===== config.mk =====
export PLATFORM = sky130hd
export DESIGN_NAME = vga_sync_gen
export DESIGN_NICKNAME = d
export VERILOG_FILES = /design/src/rtl/vga_sync_gen.sv
export SDC_FILE = /design/constraint.sdc
export NUM_CORES = 1
export LEC_CHECK = 0
export CORE_MARGIN = 2
export CORE_UTILIZATION = 55
export DETAILED_ROUTE_END_ITERATION = 10
export PLACE_DENSITY = 0.89
export SLEW_MARGIN = 20
export SYNTH_ARGS = -nofsm -noshare
export SYNTH_HDL_FRONTEND = slang
export SYNTH_SLANG_ARGS = --single-unit

===== constraint.sdc =====
create_clock -name clk -period 5.52 [get_ports clk]
set_input_delay 0.828 -clock clk [delete_from_list [all_inputs] [get_ports clk]]
set_output_delay 0.828 -clock clk [all_outputs]
set_load 0.05 [all_outputs]

===== src/rtl/vga_sync_gen.sv =====
// 640x480 VGA timing generator: pixel-tick divider, horizontal/vertical scan
// counters, registered active-low syncs aligned with pixel_x/pixel_y.
module vga_sync_gen #(
  parameter int CLK_DIV = 2,
  parameter int HD      = 640,
  parameter int HF      = 16,
  parameter int HR      = 96,
  parameter int HB      = 48,
  parameter int VD      = 480,
  parameter int VF      = 10,
  parameter int VR      = 2,
  parameter int VB      = 33
) (
  input  logic       clk,
  input  logic       reset,
  output logic       hsync,
  output logic       vsync,
  output logic       video_on,
  output logic       p_tick,
  output logic [9:0] pixel_x,
  output logic [9:0] pixel_y,
  output logic       frame_tick
);

  localparam int HT = HD + HF + HR + HB;
  localparam int VT = VD + VF + VR + VB;

  localparam logic [3:0] DIV_LAST = 4'(CLK_DIV - 1);
  localparam logic [9:0] H_LAST   = 10'(HT - 1);
  localparam logic [9:0] V_LAST   = 10'(VT - 1);
  localparam logic [9:0] H_DISP   = 10'(HD);
  localparam logic [9:0] V_DISP   = 10'(VD);
  localparam logic [9:0] HS_FIRST = 10'(HD + HF);
  localparam logic [9:0] HS_LAST  = 10'(HD + HF + HR - 1);
  localparam logic [9:0] VS_FIRST = 10'(VD + VF);
  localparam logic [9:0] VS_LAST  = 10'(VD + VF + VR - 1);

  logic [3:0] div_cnt;
  logic [9:0] h_cnt;
  logic [9:0] v_cnt;
  logic [9:0] h_next;
  logic [9:0] v_next;
  logic       h_end;
  logic       v_end;

  assign p_tick = (div_cnt == DIV_LAST);
  // >= rather than == so a forced out-of-range count still wraps on the next tick
  assign h_end  = (h_cnt >= H_LAST);
  assign v_end  = (v_cnt >= V_LAST);

  always_comb begin
    h_next = h_cnt;
    v_next = v_cnt;
    if (p_tick) begin
      h_next = h_end ? 10'd0 : h_cnt + 10'd1;
      if (h_end || (v_cnt > V_LAST))
        v_next = v_end ? 10'd0 : v_cnt + 10'd1;
    end
  end

  // Syncs are registered from the next count so they line up with pixel_x/pixel_y
  always_ff @(posedge clk) begin
    if (reset) begin
      div_cnt <= 4'd0;
      h_cnt   <= 10'd0;
      v_cnt   <= 10'd0;
      hsync   <= 1'b1;
      vsync   <= 1'b1;
    end else begin
      div_cnt <= (div_cnt >= DIV_LAST) ? 4'd0 : div_cnt + 4'd1;
      h_cnt   <= h_next;
      v_cnt   <= v_next;
      hsync   <= !((h_next >= HS_FIRST) && (h_next <= HS_LAST));
      vsync   <= !((v_next >= VS_FIRST) && (v_next <= VS_LAST));
    end
  end

  assign pixel_x    = h_cnt;
  assign pixel_y    = v_cnt;
  assign video_on   = (h_cnt < H_DISP) && (v_cnt < V_DISP);
  assign frame_tick = p_tick && (h_cnt == H_LAST) && (v_cnt == V_LAST);

endmodule


-- Yosys cells after proc, flatten, opt, wreduce, memory -nomap -nowiden
Index checks and enable logic that the tools add are counted.
- multiplexer cells: 5
- equality and inequality tests: 3
- $lt $le $gt $ge: 10
- add/sub/neg operators: 3
- reductions and logical operators: 9
- operators with widths (kind ; number):
    2-to-1 mux 10 bit ; 5
    >= comparator 10 bit, second input constant ; 3
    adder 10 x 1 -> 10 bit, second input constant ; 2
    == test 10 bit, second input constant ; 2
    >= comparator 10 x 9 -> 1 bit, second input constant ; 1
    greater-than comparator 10 bit, second input constant ; 1
    <= comparator 10 bit, second input constant ; 1
    <= comparator 10 x 9 -> 1 bit, second input constant ; 1
    < comparator 10 bit, second input constant ; 1
    < comparator 10 x 9 -> 1 bit, second input constant ; 1
    logical AND 1 bit ; 5
    adder 4 x 1 -> 4 bit, second input constant ; 1
    == test 4 x 1 -> 1 bit, second input constant ; 1
    >= comparator 4 x 1 -> 1 bit, second input constant ; 1
    logical NOT 1 bit ; 2
    OR reduction 2 bit ; 1
    logical OR 1 bit ; 1
- output and inout bits: 25
- flip-flop bits (word level): 26
- word-level logic and storage cells: 35
- input port bits: 2

-- Longest topological paths before layout
- word-level depth: 7
- depth in mapped cells: 11

-- Least setup slack after synthesis
Ideal clock, no wire load.
- path kind: register to output
- start: reg v_cnt[6] (netlist: pixel_y[6])
- end: out frame_tick
- slack: 2.083 ns
- path buffers: 0
- data arrival time: 2.609 ns
- required time: 4.692 ns
- stages on the path, launching flop included: 4
- cell sequence: dfxtp_1 or3_4 or4_4 nor3_1
- word-level cells in the longest chain between the ends: 2
- RTL lines (item ; line ; source):
    from (decl) ; 40 ; logic [9:0] v_cnt;
    from (signal assigned) ; 72 ; v_cnt <= v_next;
    == test 10 bit ; 81 ; assign frame_tick = p_tick && (h_cnt == H_LAST) && (v_cnt == V_LAST);
    logical AND 1 bit ; 81 ;
    to (decl) ; 22 ; output logic frame_tick
Every way passes these cells.

-- Final worst setup path
- start: reg div_cnt[1]
- end: out frame_tick
- word-level cells in the longest chain between the ends: 3
- RTL lines (item ; line ; source):
    from (decl) ; 38 ; logic [3:0] div_cnt;
    from (signal assigned) ; 70 ; div_cnt <= (div_cnt >= DIV_LAST) ? 4'd0 : div_cnt + 4'd1;
    == test 4 x 1 -> 1 bit ; 46 ; assign p_tick = (div_cnt == DIV_LAST);
    logical AND 1 bit (2 in a row) ; 81 ;
Every way passes these cells.

==> run summary <==
Maximum clock frequency - 283 MHz
Port Buf Inserts - 26
CTS H-tree depth - 1
Die ar. - 3090 um2
Switching Fraction - 22.3%
Largest net degree at the start of global routing - 14
Max-slew violation count - 0
Combinational Power Share - 5.1%
Sequential share of the synthesized area - 35.6%
Clk sink count - 26
Synth Instances - 169
Clock skew - 0.00350 ns
Post-synth top area share - 35.6%
Final ANT Viol Nets - 0
Relative slew slack - 59.0%
CTS Buffer Depth - 2
Synth area leader - dfxtp_1
Worst-Skew Late Latency - 0.32 ns
Sum of negative setup slack - 0 ns
Final WL - 3.19 mm
Clock network power share - 27.4%
CP peak stage delay - 0.82 ns
Final period util - 64.0%
Postcts setup bufs - 0
Top_reg_cell synth - dfxtp_1
Mapped cell area - 1460 um2
Synth unique cells - 50
Core Region - 2500 um2
RSZ-0062 raised after global routing - false
Post-DP HPWL - 2.44 mm
Final Hold Fails - 0
Post-Place Worst Slack - 2.34 ns
Vias in the first global route - 1,256
Via density - 5.89
Global-route wire length before repair - 5.38 mm
Min cycle time layout - 3.54 ns
Static Leak - 0.598 nW
Share of post-route cells with drive strength above 1 - 12.5%
WL/cell - 14.4 um
Root buf cell - clkbuf_4
Final count of negative-setup-slack endpoints - 0
Max FO, Critical Path - 7
Number of flops mapped to enable cells by yosys - 0
Num CTS Buffers - 3
Worst Path Arrival - 2.71 ns
Hold Path Class - reg -> reg
Power density over the cells - 162 nW/um2
# hold bufs at CTS - 0
Syn nets - 177
Synth warn - 0
Die width - 55.6 um
Die Span Y - 55.6 um
Worst path cell trace - inv_1 > ha_1 > or3b_1 > or2_2 > nor3_1 > clkdlybuf4s50_1
Routability cong. - 0.857
Initial drt markers - 15
DRT Pass-1 Iters - 4
Seq cells post-synth - 26
Post-route cell area - 1740 um2
Switching Power - 62.9 uW
Num ports - 27
Required @ worst endpoint - 4.69 ns
Top cells by area, synth - dfxtp_1 (36%), ha_1 (5.1%), nor2_1 (4.4%)
Status - completed
Via count - 1,308
Peak supply drop - 139 uV
Post-synth top cells - dfxtp_1 (26), nor2_1 (17), nand2_1 (13)
Area after DPL - 1720 um2
Syn Area/Cell - 8.65 um2
Max-cap violations - 0
CTS tree - built
GRT overflow - 0
Post-layout net count - 202
Highest-delay cell along the critical path - clkdlybuf4s50_1
CTS clk-pin slew, worst paths - 0.12 ns
N_diodes - 0
Worst-Margin Slew - 0.610 ns
Initial antenna violation count - 0
Asr flop ratio synth - 0%
Worst setup EP type - primary output
Placement Rows - 18
Most frequent cell after synthesis - dfxtp_1
Overall Global Routing Usage - 21.5%
CTS-repair resized insts - 0
Residual DRC count - 0
Area Overhead vs Synth - 19.0%
Reg power frac - 67.6%
Int Power - 220 uW
Critical Path Source Type - flop
Starting Density - 58.5%
Setup Crit Path Kind - reg -> out
Final worst setup slack - 1.98 ns
-- flip-flops by register name, indices dropped and copies added, names as in the netlist --
name,cells
pixel_y,10
pixel_x,10
vsync,1
div_cnt,4
hsync,1
-- metal layers --
metal | GRT usage (%) | vias up | part of all wire [%]
met4 | 9.41 | 0 | 1.9
met1 | 25.8 | 617 | 44
met3 | 2.79 | 7 | 3.7
li1 | - | 655 | -
met5 | 0 | - | 0
met2 | 38.1 | 29 | 50
-- worst max-delay path, delay by kind of cell, from the launching register on --
kind,cells,cell delay [ns]
flip-flops,1,0.34
AND/OR/NAND/NOR,3,1.00
buffers and inverters,2,0.90
adder cells (fa/ha/maj),1,0.15
-- through the flow --
stage | utilization [%] | hold WS [ns] | std cells | power [mW]
2_1_floorplan | - | 0.519 | 169 | 0.206
6_report | 69.6 | 0.530 | 222 | 0.283
5_1_grt | 69.6 | 0.568 | 222 | 0.292
3_5_place_dp | 68.7 | 0.520 | 219 | 0.209
4_1_cts | 69.6 | 0.538 | 222 | 0.286
3_3_place_gp | 68.7 | 0.501 | 219 | 0.209
-- worst paths after layout --
| check | from | endpoint | slack [ns] | cells past startpoint |
|---|---|---|---|---|
| setup / recovery | div_cnt[1] | frame_tick | 1.98 | 6 |
| hold / removal | pixel_x[1] | pixel_x[1] | 0.53 | 2 |
| setup reg to reg | div_cnt[1] | vsync | 2.75 | 8 |
| hold reg to reg | pixel_x[1] | pixel_x[1] | 0.53 | 2 |
-- kinds of logic after synthesis --
| group | after synthesis | share of synthesized area (%) |
|---|---|---|
| simple gates | 79 | 30.3 |
| compound gates | 33 | 17.8 |
| flops | 26 | 35.6 |
| buf+inv | 14 | 4.96 |
| xor+xnor | 10 | 5.99 |
| fa+ha+maj | 6 | 5.13 |
| other cells | 1 | 0.256 |
-- placed cells by master, fill, tap and decap left out, types with 2 or more instances in the layout --
master           netlist  final
and3_1                 6      6
nor3_1                10     10
nand4_1                4      4
xor2_1                 4      4
inv_1                  7      7
xnor2_1                6      6
nor2_1                17     17
a221o_2                2      2
a21oi_1                9      9
or3_4                  2      2
nand3_1                7      7
clkdlybuf4s50_1        0     26
ha_1                   6      6
nor2b_1                3      3
nor4_1                 2      2
dfxtp_1               26     26
or2_2                  2      2
and2_2                 2      2
o21ai_0                8      8
nand2_1               13     13
clkbuf_4               0      3
-- area by class of cell --
type / instances / area (um2)
Clock buffer: 3 / 22.5
Fill cell: 202 / 759
Inverter: 8 / 30.0
Multi-Input combinational cell: 129 / 870
Sequential cell: 26 / 520
Tap cell: 30 / 37.5
Timing Repair Buffer: 26 / 260
-- power groups by stage --
stage / Sequential [mW] / Combinational, mW / Clock [mW]
2_1_floorplan: 0.197 / 0.00923 / 0
3_3_place_gp: 0.195 / 0.0139 / 0
3_5_place_dp: 0.195 / 0.0143 / 0
4_1_cts: 0.191 / 0.0143 / 0.0808
5_1_grt: 0.191 / 0.0154 / 0.0851
6_report: 0.191 / 0.0144 / 0.0773
(Power assumes the default switching activity.)
